File: src/rtl/fb_write_queue.sv
// Pixel write queue between colour fill and the framebuffer SRAM.
// Merges same-address tail writes and drives a setup/strobe/hold cycle.
module fb_write_queue #(
  parameter int ADDR_W   = 19,
  parameter int DATA_W   = 24,
  parameter int DEPTH    = 8,
  parameter int WAIT_CYC = 2
) (
  input  logic              clk,
  input  logic              n_rst,
  input  logic              px_valid,
  input  logic [ADDR_W-1:0] px_addr,
  input  logic [DATA_W-1:0] px_data,
  output logic              px_ready,
  input  logic              flush,
  output logic              flush_done,
  output logic [ADDR_W-1:0] sram_addr,
  output logic [DATA_W-1:0] sram_wdata,
  output logic              sram_ce_n,
  output logic              sram_we_n,
  output logic              busy,
  output logic              overflow
);

  localparam int AW = $clog2(DEPTH);
  localparam int CW = AW + 1;
  localparam int WW = (WAIT_CYC > 1) ? $clog2(WAIT_CYC) : 1;

  typedef enum logic [1:0] {
    IDLE,
    SETUP,
    STROBE,
    HOLD
  } state_t;

  state_t state;
  state_t state_nxt;

  logic [ADDR_W-1:0] addr_mem [DEPTH];
  logic [DATA_W-1:0] data_mem [DEPTH];

  logic [AW-1:0] wr_ptr;
  logic [AW-1:0] rd_ptr;
  logic [AW-1:0] tail_ptr;
  logic [CW-1:0] count;
  logic [WW-1:0] wait_cnt;
  logic          pend;
  logic          have;
  logic          push;
  logic          pop;
  logic          merge;
  logic          add;

  assign have     = (count != '0);
  assign px_ready = (count < CW'(DEPTH));
  assign push     = px_valid & px_ready;
  assign tail_ptr = wr_ptr - AW'(1);
  // Tail merge is unsafe when the lone entry leaves this cycle.
  assign merge    = push & have
                  & (addr_mem[tail_ptr] == px_addr)
                  & ~(pop & (count == CW'(1)));
  assign add      = push & ~merge;

  assign busy       = (state != IDLE) | have;
  assign flush_done = pend & ~have & (state == IDLE);

  // State register for the SRAM write cycle.
  always_ff @(posedge clk or negedge n_rst) begin
    if (!n_rst) state <= IDLE;
    else        state <= state_nxt;
  end

  // Next state and pop decision; pops happen only from IDLE and HOLD.
  always_comb begin
    state_nxt = state;
    pop       = 1'b0;
    unique case (state)
      IDLE: begin
        if (have) begin
          pop       = 1'b1;
          state_nxt = SETUP;
        end
      end
      SETUP: state_nxt = STROBE;
      STROBE: begin
        if (wait_cnt == WW'(WAIT_CYC - 1))
          state_nxt = HOLD;
      end
      HOLD: begin
        if (have) begin
          pop       = 1'b1;
          state_nxt = SETUP;
        end else begin
          state_nxt = IDLE;
        end
      end
      default: state_nxt = IDLE;
    endcase
  end

  // Strobe-width counter, restarts outside STROBE.
  always_ff @(posedge clk or negedge n_rst) begin
    if (!n_rst)               wait_cnt <= '0;
    else if (state != STROBE) wait_cnt <= '0;
    else                      wait_cnt <= wait_cnt + WW'(1);
  end

  // Queue pointers and occupancy.
  always_ff @(posedge clk or negedge n_rst) begin
    if (!n_rst) begin
      wr_ptr <= '0;
      rd_ptr <= '0;
      count  <= '0;
    end else begin
      if (add) wr_ptr <= wr_ptr + AW'(1);
      if (pop) rd_ptr <= rd_ptr + AW'(1);
      case ({add, pop})
        2'b10:   count <= count + CW'(1);
        2'b01:   count <= count - CW'(1);
        default: count <= count;
      endcase
    end
  end

  // Queue storage; a merge only rewrites the tail pixel value.
  always_ff @(posedge clk) begin
    if (merge) begin
      data_mem[tail_ptr] <= px_data;
    end else if (push) begin
      addr_mem[wr_ptr] <= px_addr;
      data_mem[wr_ptr] <= px_data;
    end
  end

  // Registered SRAM bus; strobes decoded from the next state.
  always_ff @(posedge clk or negedge n_rst) begin
    if (!n_rst) begin
      sram_addr  <= '0;
      sram_wdata <= '0;
      sram_ce_n  <= 1'b1;
      sram_we_n  <= 1'b1;
    end else begin
      if (pop) begin
        sram_addr  <= addr_mem[rd_ptr];
        sram_wdata <= data_mem[rd_ptr];
      end
      sram_ce_n <= (state_nxt == IDLE);
      sram_we_n <= (state_nxt != STROBE);
    end
  end

  // Sticky record of pixels dropped while full.
  always_ff @(posedge clk or negedge n_rst) begin
    if (!n_rst)                      overflow <= 1'b0;
    else if (px_valid && !px_ready)  overflow <= 1'b1;
  end

  // End-of-frame request held until the queue has drained.
  always_ff @(posedge clk or negedge n_rst) begin
    if (!n_rst)          pend <= 1'b0;
    else if (flush_done) pend <= 1'b0;
    else if (flush)      pend <= 1'b1;
  end

endmodule

File: config.mk
export PLATFORM = sky130hd
export DESIGN_NAME = fb_write_queue
export DESIGN_NICKNAME = d
export VERILOG_FILES = /design/src/rtl/fb_write_queue.sv
export SDC_FILE = /design/constraint.sdc
export NUM_CORES = 1
export LEC_CHECK = 0
export ABC_AREA = 1
export CORE_ASPECT_RATIO = 0.8
export CORE_MARGIN = 2
export CORE_UTILIZATION = 54
export DETAILED_ROUTE_END_ITERATION = 8
export PLACE_DENSITY_LB_ADDON = 0.25
export SKIP_CTS_REPAIR_TIMING = 1
export SYNTH_ARGS = -nofsm -noshare
export SYNTH_HDL_FRONTEND = slang
export SYNTH_SLANG_ARGS = --single-unit
File: constraint.sdc
create_clock -name clk -period 3.88 [get_ports clk]
set_input_delay 0.776 -clock clk [delete_from_list [all_inputs] [get_ports clk]]
set_output_delay 0.776 -clock clk [all_outputs]
set_load 0.03 [all_outputs]
==> Implementation_results.wiki <==
{| class="wikitable"
! Metric !! Value
|-
| Warning count from the yosys run || 0
|-
| Min Clock Period, post-route || approximately 3.5 ns
|-
| Data arrival at the endpoint of the critical path || 3.75 ns
|-
| Buffer levels on the longest clock path || 3
|-
| Combined buffer and inverter count along the critical path || 3
|-
| Area share of the leading cell type in the synthesized netlist || 58.1%
|-
| Area growth syn-to-layout || 15.8%
|-
| Cell with the most instances after synthesis || edfxtp_1
|-
| Wire length after detailed routing || 44000 µm
|-
| Total of max-cap violations || 0
|-
| DP HPWL || 24300 µm
|-
| Fillcell total || about 2.6k
|-
| Endpoint of the worst setup timing path || data_mem[0][19]
|-
| Seq/Total Area, Yosys || 66.6%
|-
| EDFF count, synth || approximately 340
|-
| Origin of the critical flop-to-flop path || wr_ptr[1]
|-
| Share of synthesized flip-flops with an asynchronous set or reset || between 10% and 20%
|-
| H-tree level count || 2
|-
| Number of global-route vias before repair || roughly 12k
|-
| Fraction of met3 tracks used by global routing || around 4.8%
|-
| Crit-path max cell delay || 0.37 ns
|-
| Top cells by area, synth || edfxtp_1, dfrtp_1, nand2_1
|-
| Highest clock rate || 282 MHz
|-
| Drt drc || 0
|-
| Global Route met1 Usage || between 30% and 40%
|-
| CP Class || flop to flop
|-
| GRT Total Usage || 25.7%
|-
| Number of cells produced by synthesis || 1672
|-
| Worst slack at placement || approximately 0.4 ns
|-
| Clock transition at the register clock pins on the worst setup and hold paths after CTS || about 0.06 ns
|-
| Yosys cell types || 32
|-
| Total overflow reported by the global router || 0
|-
| Setup slack of the critical path after layout || approximately 0.33 ns
|-
| Met2 usage in global routing || around two fifths
|-
| Clock network latency to the later pin of the worst-skew pair || around 0.55 ns
|-
| Ports || 96
|-
| Library cell occupying the most area in the post-synthesis netlist || edfxtp_1
|-
| Tightest slew margin relative to the limit || approximately 24%
|-
| Flop and latch count out of synthesis || around 400
|-
| Max Clock Skew || 0.0170 ns
|-
| Largest net degree at the start of global routing || ~190
|-
| Most numerous cell types in the synthesized netlist || edfxtp_1, nand2_1, o21ai_0
|-
| Final setup vio count || 0
|-
| Total nets after synthesis || between 1.5k and 2k
|-
| Initial standard-cell utilization of the core || 54.7%
|-
| Sinks on Clock Net || 404
|-
| Wire length of the first global-routing pass || between 60000 and 70000 µm
|-
| Final worst path period share || about nine tenths
|-
| Worst-path cell chain || inv_1 -> ha_1 -> xor2_2 -> buf_4 -> nand3_1 -> nand3b_1 -> nand2_1 -> nor2_1 -> nand2_1 -> nor2_2 -> nand3_4 -> nand3_2 -> nand3_1 -> nor2_2 -> buf_4
|-
| Clock tree from TritonCTS || done
|-
| Total Neg Setup Slack || 0 ns
|-
| Wire length per cell || between 15 and 20 µm
|-
| Run status || finished clean
|-
| Vias || between 10k and 15k
|-
| Highest-utilization routing layer at the global route stage || met2
|-
| Class of the tightest hold or removal check || primary input to async pin
|-
| Nature of the critical path endpoint || flop
|-
| Critical path data required time || around 4 ns
|-
| Pins Over Slew Limit || 0
|-
| Share of layout cells above drive strength 1 || under 10%
|-
| Post-Syn Area || 17800 µm²
|-
| Initial antenna violation count || 1
|-
| Reg-to-reg slack, setup || 0.33 ns
|-
| Number of detailed-routing iterations run before antenna repair || 6
|-
| Delay-heaviest family, CP || simple AND/OR/NAND/NOR gates
|-
| Flip-flop cell with the highest count after synthesis || edfxtp_1
|-
| Num CTS Buffers || 40
|-
| Cell at the slowest stage of the critical path || dfrtp_1
|-
| Final Wtd Congestion || 0.829
|-
| Total number of placement rows || 59
|-
| Depth of the worst register-to-register path || 15
|-
| Leakage power summed over all cells || ~8 nW
|-
| PD cells || between 800 and 900 nW/µm²
|-
| Core area || between 30000 and 40000 µm²
|-
| Number of cells on the critical path || 15
|-
| Final hold viol count || 0
|-
| Top fanout value on the critical path || 24
|-
| Number of routed nets with antenna violations || 0
|-
| Kind of start point of the critical path || flop
|-
| Final Net Count || ~1.8k
|-
| Root buffer cell || clkbuf_16
|-
| First element of the critical path || wr_ptr[1]
|-
| Area of the die || ~34000 µm²
|-
| Unrepaired setup endpoints after global routing || no
|-
| Port Buf Inserts || 95
|-
| Via density || roughly 6
|-
| Horiz. Die Dim || ~210 µm
|-
| Syn avg cell area || between 10 and 15 µm²
|-
| IR drop worst, VDD || about 740 µV
|-
| 1st-iter DRT viols || roughly 1.5k
|-
| Die extent in y || ~170 µm
|-
| Endpoint of the worst-slack reg-to-reg timing path || data_mem[0][19]
|-
| Least-Margin Pin Slew || around 1.1 ns
|}
[metrics by stage]
| stage | area, µm² | utilization (%) | cells | power [mW] | hold WS, ns |
|---|---|---|---|---|---|
| after floorplan | 17800 | - | 1672 | 11.4 | 0.400 |
| after global placement | 19300 | 59.3 | 2131 | 13.8 | 0.414 |
| after detailed placement | 19300 | 59.3 | 2131 | 14.0 | 0.419 |
| after CTS | 20600 | 63.3 | 2205 | 17.9 | 0.388 |
| after global routing | 20600 | 63.3 | 2205 | 19.0 | 0.439 |
| final | 20600 | 63.3 | 2206 | 17.9 | 0.359 |
[cell families (layout without fill, tap and decap cells)]
| logic type | count (synthesis) | count (layout) | share of synthesized area [%] |
|---|---|---|---|
| AO/OA/AOI/OAI | 343 | 343 | 11.0 |
| XOR/XNOR | 11 | 11 | 0.585 |
| adder cells (fa/ha/maj) | 11 | 11 | 0.775 |
| buffers and inverters | 258 | 364 | 5.89 |
| flip-flops | 404 | 404 | 66.6 |
| other | 0 | 1 | 0 |
| AND/OR/NAND/NOR | 645 | 645 | 15.2 |
[sequential cells by signal, summed over array words and instances (netlist names)]
register,cells
wait_cnt,1
sram_wdata,24
sram_ce_n,1
addr_mem,152
state,2
sram_we_n,1
sram_addr,19
overflow,1
count,4
data_mem,192
rd_ptr,3
wr_ptr,3
pend,1
[per-layer routing]
layer  up-vias  wire length, µm  part of all wire, %
met4         2             1040                  2.4
met1      6237            19300                   44
met3        90             3710                  8.4
li1       5971                -                    -
met5         -               11                0.025
met2       580            20000                   45
[how the worst min path moves through the flow]
| stage | from | end | cells past startpoint | slack, ns |
|---|---|---|---|---|
| floorplan | wait_cnt | wait_cnt | 1 | 0.40 |
| global placement | wait_cnt | wait_cnt | 1 | 0.41 |
| detailed placement | wait_cnt | wait_cnt | 1 | 0.42 |
| CTS | n_rst | wait_cnt | 1 | 0.39 |
| global route | n_rst | sram_wdata[21] | 1 | 0.44 |
| finish | n_rst | sram_wdata[21] | 1 | 0.36 |
[power by group]
| group | switching (mW) | internal (mW) |
|---|---|---|
| sequential | 0.311 | 5.54 |
| clock | 1.62 | 2.26 |
| combinational | 5.65 | 2.54 |
[final cells by class]
type                    instances  area, µm²  share of cell area [%]
repair buffers                135       1350                    6.56
clock buffers                  54       1090                    5.32
clock inverters                20        206                    1.00
flip-flops and latches        404      11800                    57.5
inverters                     155        586                    2.85
multi-input cells            1010       4960                    24.1
diodes                          1       2.50                  0.0122
well taps                     427        534                    2.60
[cell usage in the layout (no fill, tap or decap), types with 3 or more instances in the layout]
master,synthesis,layout
a21oi_1,67,67
buf_12,0,8
buf_4,2,33
bufinv_16,0,4
clkbuf_1,68,11
clkbuf_16,0,41
clkdlybuf4s50_1,0,94
clkinv_1,3,5
clkinv_2,0,8
dfrtp_1,58,55
edfxtp_1,344,344
ha_1,11,11
inv_1,151,150
inv_2,1,3
nand2_1,342,342
nand3_1,153,153
nand3b_1,7,7
nor2_1,125,116
nor2_2,4,12
nor3_2,0,8
o211ai_1,16,16
o21ai_0,200,200
o21ai_1,5,5
o221ai_1,49,49
o22ai_1,4,4
xor2_1,7,7
No activity file was read; power rests on OpenSTA's default activity.
